--- src/rtl/uart_pkg.sv ---
// Shared UART definitions used by both the transmitter and the receiver so that
// both ends agree on state encoding, default bit timing and frame framing bits.
package uart_pkg;

  typedef enum logic {
    IDLE         = 1'b0,
    TRANSMITTING = 1'b1
  } uart_state_e;

  localparam int   BAUD_DIV_DEFAULT  = 2604;
  localparam int   DATA_BITS_DEFAULT = 8;
  localparam int   FRAME_BITS        = DATA_BITS_DEFAULT + 2;
  localparam logic START_BIT         = 1'b0;
  localparam logic STOP_BIT          = 1'b1;

  function automatic int frame_len(input int data_bits);
    return data_bits + 2;
  endfunction

endpackage

--- src/rtl/uart_tx_if.sv ---
// Host-side handshake and serial output of the UART transmitter.
interface uart_tx_if
  import uart_pkg::*;
#(
  parameter int DATA_BITS = DATA_BITS_DEFAULT
);

  logic                 trmt;
  logic [DATA_BITS-1:0] tx_data;
  logic                 TX;
  logic                 busy;
  logic                 tx_done;

  modport master (output trmt, output tx_data, input TX, input busy, input tx_done);
  modport slave  (input trmt, input tx_data, output TX, output busy, output tx_done);

endinterface

--- src/rtl/uart_tx.sv ---
// 8N1 UART transmitter: serialises a byte accepted on a trmt strobe as
// start bit, DATA_BITS LSB-first data bits and stop bit, with a sticky tx_done.
module uart_tx
  import uart_pkg::*;
#(
  parameter int BAUD_DIV  = BAUD_DIV_DEFAULT,
  parameter int DATA_BITS = DATA_BITS_DEFAULT
) (
  input  logic     clk,
  input  logic     rst,
  uart_tx_if.slave bus
);

  localparam int FRAME_W = frame_len(DATA_BITS);
  localparam int BAUD_W  = $clog2(BAUD_DIV);
  localparam int BIT_W   = $clog2(DATA_BITS + 3);

  localparam logic [BAUD_W-1:0] BAUD_RELOAD = BAUD_W'(BAUD_DIV - 1);
  localparam logic [BIT_W-1:0]  BIT_LOAD    = BIT_W'(FRAME_W);

  uart_state_e          state_q, state_d;
  logic [FRAME_W-1:0]   shift_q, shift_d;
  logic [BAUD_W-1:0]    baud_q,  baud_d;
  logic [BIT_W-1:0]     bit_q,   bit_d;
  logic                 done_q,  done_d;

  always_ff @(posedge clk) begin
    if (rst) begin
      state_q <= IDLE;
      shift_q <= '1;
      baud_q  <= '0;
      bit_q   <= '0;
      done_q  <= 1'b0;
    end else begin
      state_q <= state_d;
      shift_q <= shift_d;
      baud_q  <= baud_d;
      bit_q   <= bit_d;
      done_q  <= done_d;
    end
  end

  always_comb begin
    state_d = state_q;
    shift_d = shift_q;
    baud_d  = baud_q;
    bit_d   = bit_q;
    done_d  = done_q;
    case (state_q)
      IDLE: begin
        if (bus.trmt) begin
          shift_d = {STOP_BIT, bus.tx_data, START_BIT};
          baud_d  = BAUD_RELOAD;
          bit_d   = BIT_LOAD;
          done_d  = 1'b0;
          state_d = TRANSMITTING;
        end
      end
      TRANSMITTING: begin
        if (baud_q == '0) begin
          // Shift in ones so the line sits at the idle level once the frame drains.
          shift_d = {1'b1, shift_q[FRAME_W-1:1]};
          baud_d  = BAUD_RELOAD;
          bit_d   = bit_q - BIT_W'(1);
          if (bit_q == BIT_W'(1)) begin
            state_d = IDLE;
            done_d  = 1'b1;
          end
        end else begin
          baud_d = baud_q - BAUD_W'(1);
        end
      end
      default: state_d = IDLE;
    endcase
  end

  assign bus.TX      = shift_q[0];
  assign bus.busy    = (state_q == TRANSMITTING);
  assign bus.tx_done = done_q;

endmodule

--- src/flat_wrapper.sv ---
// flat-port wrapper written by rule: the top's interface ports become plain ports
module uart_tx_flat import uart_pkg::*;
#(
  parameter int BAUD_DIV  = BAUD_DIV_DEFAULT,
  parameter int DATA_BITS = DATA_BITS_DEFAULT
)
  (clk, rst, bus_trmt, bus_tx_data, bus_TX, bus_busy, bus_tx_done);
  uart_tx_if #(.DATA_BITS(DATA_BITS)) bus_i ();
  input  logic clk;
  input  logic rst;
  input wire logic [$bits(bus_i.trmt)-1:0] bus_trmt;
  input wire logic [$bits(bus_i.tx_data)-1:0] bus_tx_data;
  output wire logic [$bits(bus_i.TX)-1:0] bus_TX;
  output wire logic [$bits(bus_i.busy)-1:0] bus_busy;
  output wire logic [$bits(bus_i.tx_done)-1:0] bus_tx_done;
  assign bus_i.trmt = bus_trmt;
  assign bus_i.tx_data = bus_tx_data;
  assign bus_TX = bus_i.TX;
  assign bus_busy = bus_i.busy;
  assign bus_tx_done = bus_i.tx_done;
  uart_tx #(.BAUD_DIV(BAUD_DIV), .DATA_BITS(DATA_BITS)) u_core (.clk(clk), .rst(rst), .bus(bus_i));
endmodule
--- config.mk ---
export PLATFORM = sky130hd
export DESIGN_NAME = uart_tx_flat
export DESIGN_NICKNAME = d
export VERILOG_FILES = /design/src/rtl/uart_pkg.sv /design/src/rtl/uart_tx_if.sv /design/src/rtl/uart_tx.sv /design/src/flat_wrapper.sv
export SDC_FILE = /design/constraint.sdc
export NUM_CORES = 1
export LEC_CHECK = 0
export ABC_AREA = 1
export BUFFER_PORTS_ARGS = -buffer_cell sky130_fd_sc_hd__buf_2
export CAP_MARGIN = 20
export CELL_PAD_IN_SITES_DETAIL_PLACEMENT = 0
export CELL_PAD_IN_SITES_GLOBAL_PLACEMENT = 2
export CORE_ASPECT_RATIO = 0.9
export CORE_MARGIN = 8
export CORE_UTILIZATION = 32
export CTS_CLUSTER_SIZE = 24
export DETAILED_ROUTE_END_ITERATION = 16
export MAX_ROUTING_LAYER = met4
export PLACE_DENSITY_LB_ADDON = 0.1
export SLEW_MARGIN = 20
export SYNTH_ARGS = -nofsm -noshare
export SYNTH_HDL_FRONTEND = slang
export SYNTH_SLANG_ARGS = --single-unit
export TNS_END_PERCENT = 10
--- constraint.sdc ---
create_clock -name clk -period 1.6 [get_ports clk]
set_input_delay 0.16 -clock clk [delete_from_list [all_inputs] [get_ports clk]]
set_output_delay 0.16 -clock clk [all_outputs]
set_load 0.02 [all_outputs]
==> qor.csv <==
metric;value;unit
# rows;23;
hold endpoint;u_core.shift_q[8];
Design Area, Final;1620;um^2
Worst slew margin;0.705;
Routed WL;3.31;mm
Ports;14;
ANT nets after route;0;
Post-Syn Area;1410;um^2
syn_area_per_cell;6.90;um^2
CP max FO;12;
Worst R2R End;u_core.shift_q[1];
Ys Warns;0;
CTS sink cnt;27;
CP Class;reg -> reg;
CTS max path bufs;2;
run status;completed;
pin count of the biggest net entering global routing;16;
clock latency on the worst-skew pair;280;ps
vias per inst;4.34;
GRT Resource Usage Total;0.105;
met1 usage;0.136;
part of the power in the clock network;0.244;
Final Hold Fails;0;
hold slack;177;ps
Die ar.;6800;um^2
GPL Wtd Cong;0.722;
max-cap viol count;0;
Diodes inserted;0;
Worst setup EP type;register;
Worst R2R Start;u_core.baud_q[4];
CTS tree;done;
Max H-tree Level;1;
Lkg Pwr;0.777;nW
vias in the first global route;1170;
DP Wirelength;2.45;mm
Area growth, synth to finish;14.9;%
Setup Skew;9.86;ps
initial core utilization;0.325;
worst path arrival time;1640;ps
Required @ worst endpoint;1740;ps
Hold WC Path Type;in -> reg;
fraction of layout cells with a size suffix above 1;0.189;
iteration-0 DRC count of the detailed router;64;
dpl cells;280;
register area share after synthesis;0.382;
Internal Pwr Total;0.00107;W
grt total ovfl;0;
RSZ-0062 raised after global routing;true;
R2R depth;8;
Tot Pwr;0.00161;W
DR WL/cell;11.7;um
port bufs;13;
final setup vio count;0;
Worst-Margin Slew;442;ps
post-CTS setup buffers;0;
first-pass iteration count of the detailed router;4;
Netlist cell types;25;
Placed Instance Area;1560;um^2
fin cells;284;
Net Sw Power;0.000536;W
busiest layer in global routing;met2;
Syn Inst Count;205;
vias;1233;
startpoint class of the critical path;register;
post-synth net total;220;
Clk pin slew, worst setup/hold paths;100;ps
TritonCTS Buffers;3;
count of pins over their slew limit;0;
DRC viols;0;
Die H;79.1;um
f_max;667;MHz
fin crit share;0.937;
cts hold-fix bufs;0;
met2 Use GR;0.154;
core box area;4350;um^2
Tmin final;1500;ps
number of synthesized register bits;27;
switch share;0.334;
root buf cell;clkbuf_8;
Nets;238;
initial antenna violation count;0;
Setup TNS;0;ps
Hold Path Cell Cnt;3;
Reg2Reg Setup Slack;100;ps
Gate power share;0.269;
sequential power share;0.487;
pwr dens;990;nW/um^2
first-pass GRT wire length;5.55;mm
met3 Use GR;0.0340;
width of the die;86.1;um
VDD IR max;0.000497;V
Hold Startpoint;bus_tx_data[7];
-- cell usage in the layout (no fill, tap or decap) --
cell type  instances
nand2_8            1
nand3_4            1
dfxtp_1           27
nand3_1           19
o21ai_0            4
a221oi_1           1
a21oi_1            9
inv_1             17
buf_4              4
ha_1               4
xnor2_1            4
nor2_4             2
clkbuf_8           3
clkinv_2           1
o211ai_1           1
nor3_1             1
nor2_2            11
nand2_2            1
or2_2              1
nor2_1            18
inv_2              3
a21oi_4            1
nand2_1           71
xor2_1             3
buf_2             13
o21ai_1            1
-- critical path, stage by stage, from the launching register on --
cell	delay [ps]
dfxtp_1	370
nor2_2	160
nand2_1	120
nor2_4	180
nand3_4	140
nand2_8	140
inv_2	110
nand2_1	70
nand3_1	70
-- through the flow --
stage	worst slack, ps	util
6_report	100	0.374
5_1_grt	-6.28	0.374
4_1_cts	34.8	0.369
3_5_place_dp	48.7	0.359
3_3_place_gp	40.5	0.359
2_1_floorplan	216	-
-- routing by layer --
layer  part of all wire  wire length [um]
met5                  0                 0
met4             0.0082                27
met3              0.040               133
met2               0.43              1430
met1               0.52              1720
-- Yosys cell counts --
library cell	number	area, um^2
o211ai_1	1	7.51
nor2_1	19	71.3
xnor2_1	4	35.0
or2_2	1	6.26
o21ai_0	4	20.0
inv_2	2	7.51
a21oi_1	9	45.0
nand2_1	71	267
nand2_2	1	6.26
dfxtp_1	27	541
ha_1	4	50.1
nor2_4	2	22.5
nand2_4	1	11.3
clkbuf_1	2	7.51
nor3_1	1	5.00
a21oi_2	1	8.76
a221oi_1	1	8.76
buf_8	1	15.0
o21ai_1	1	5.00
nand3_1	19	95.1
xor2_1	3	26.3
inv_1	18	67.6
nor2_2	10	62.6
buf_2	1	5.00
nand3_4	1	17.5
-- cell type report --
cell class	instances	area [um^2]
fillers	460	2720
multi-input cells	154	790
flip-flops and latches	27	541
repair buffers	17	95.1
well taps	62	77.6
inverters	20	75.1
clock buffers	3	41.3
clock inverters	1	5.00
-- power by group through the flow --
stage | Clock [W] | Combinational, W | Sequential [W]
2_1_floorplan | 0 | 0.000331 | 0.000793
3_3_place_gp | 0 | 0.000423 | 0.000796
3_5_place_dp | 0 | 0.000424 | 0.000798
4_1_cts | 0.000418 | 0.000426 | 0.000783
5_1_grt | 0.000439 | 0.000494 | 0.000792
6_report | 0.000392 | 0.000432 | 0.000783
-- registers in the layout, summed over array words and instances (netlist names) --
signal and count:
u_core.baud_q 12, u_core.bus.busy 1, u_core.bit_q 4, u_core.shift_q 9
u_core.bus.tx_done 1
-- cells by family after synthesis --
family	share of synthesized area
and+or+nand+nor	0.399
DFF	0.382
buffers and inverters	0.0726
AOI/OAI and AO/OA	0.0673
xor gates and xnor gates	0.0434
adders and majority gates	0.0354
-- what timing repair did --
item,CTS,global route
gates resized for setup,0,4
endpoints found under the hold margin,0,0
setup endpoints to repair,0,17
-- worst max path at each step --
| stage | start | endpoint | cells after the start |
|---|---|---|---|
| detailed placement | u_core.baud_q[0] | u_core.shift_q[1] | 9 |
| global route | u_core.baud_q[0] | u_core.bus.busy | 9 |
| global placement | u_core.baud_q[0] | u_core.baud_q[0] | 8 |
| finish | u_core.baud_q[4] | u_core.shift_q[1] | 8 |
| floorplan | u_core.bus.busy | u_core.baud_q[11] | 9 |
| CTS | u_core.baud_q[0] | u_core.shift_q[5] | 9 |
Power figures use the tool's default switching activity.
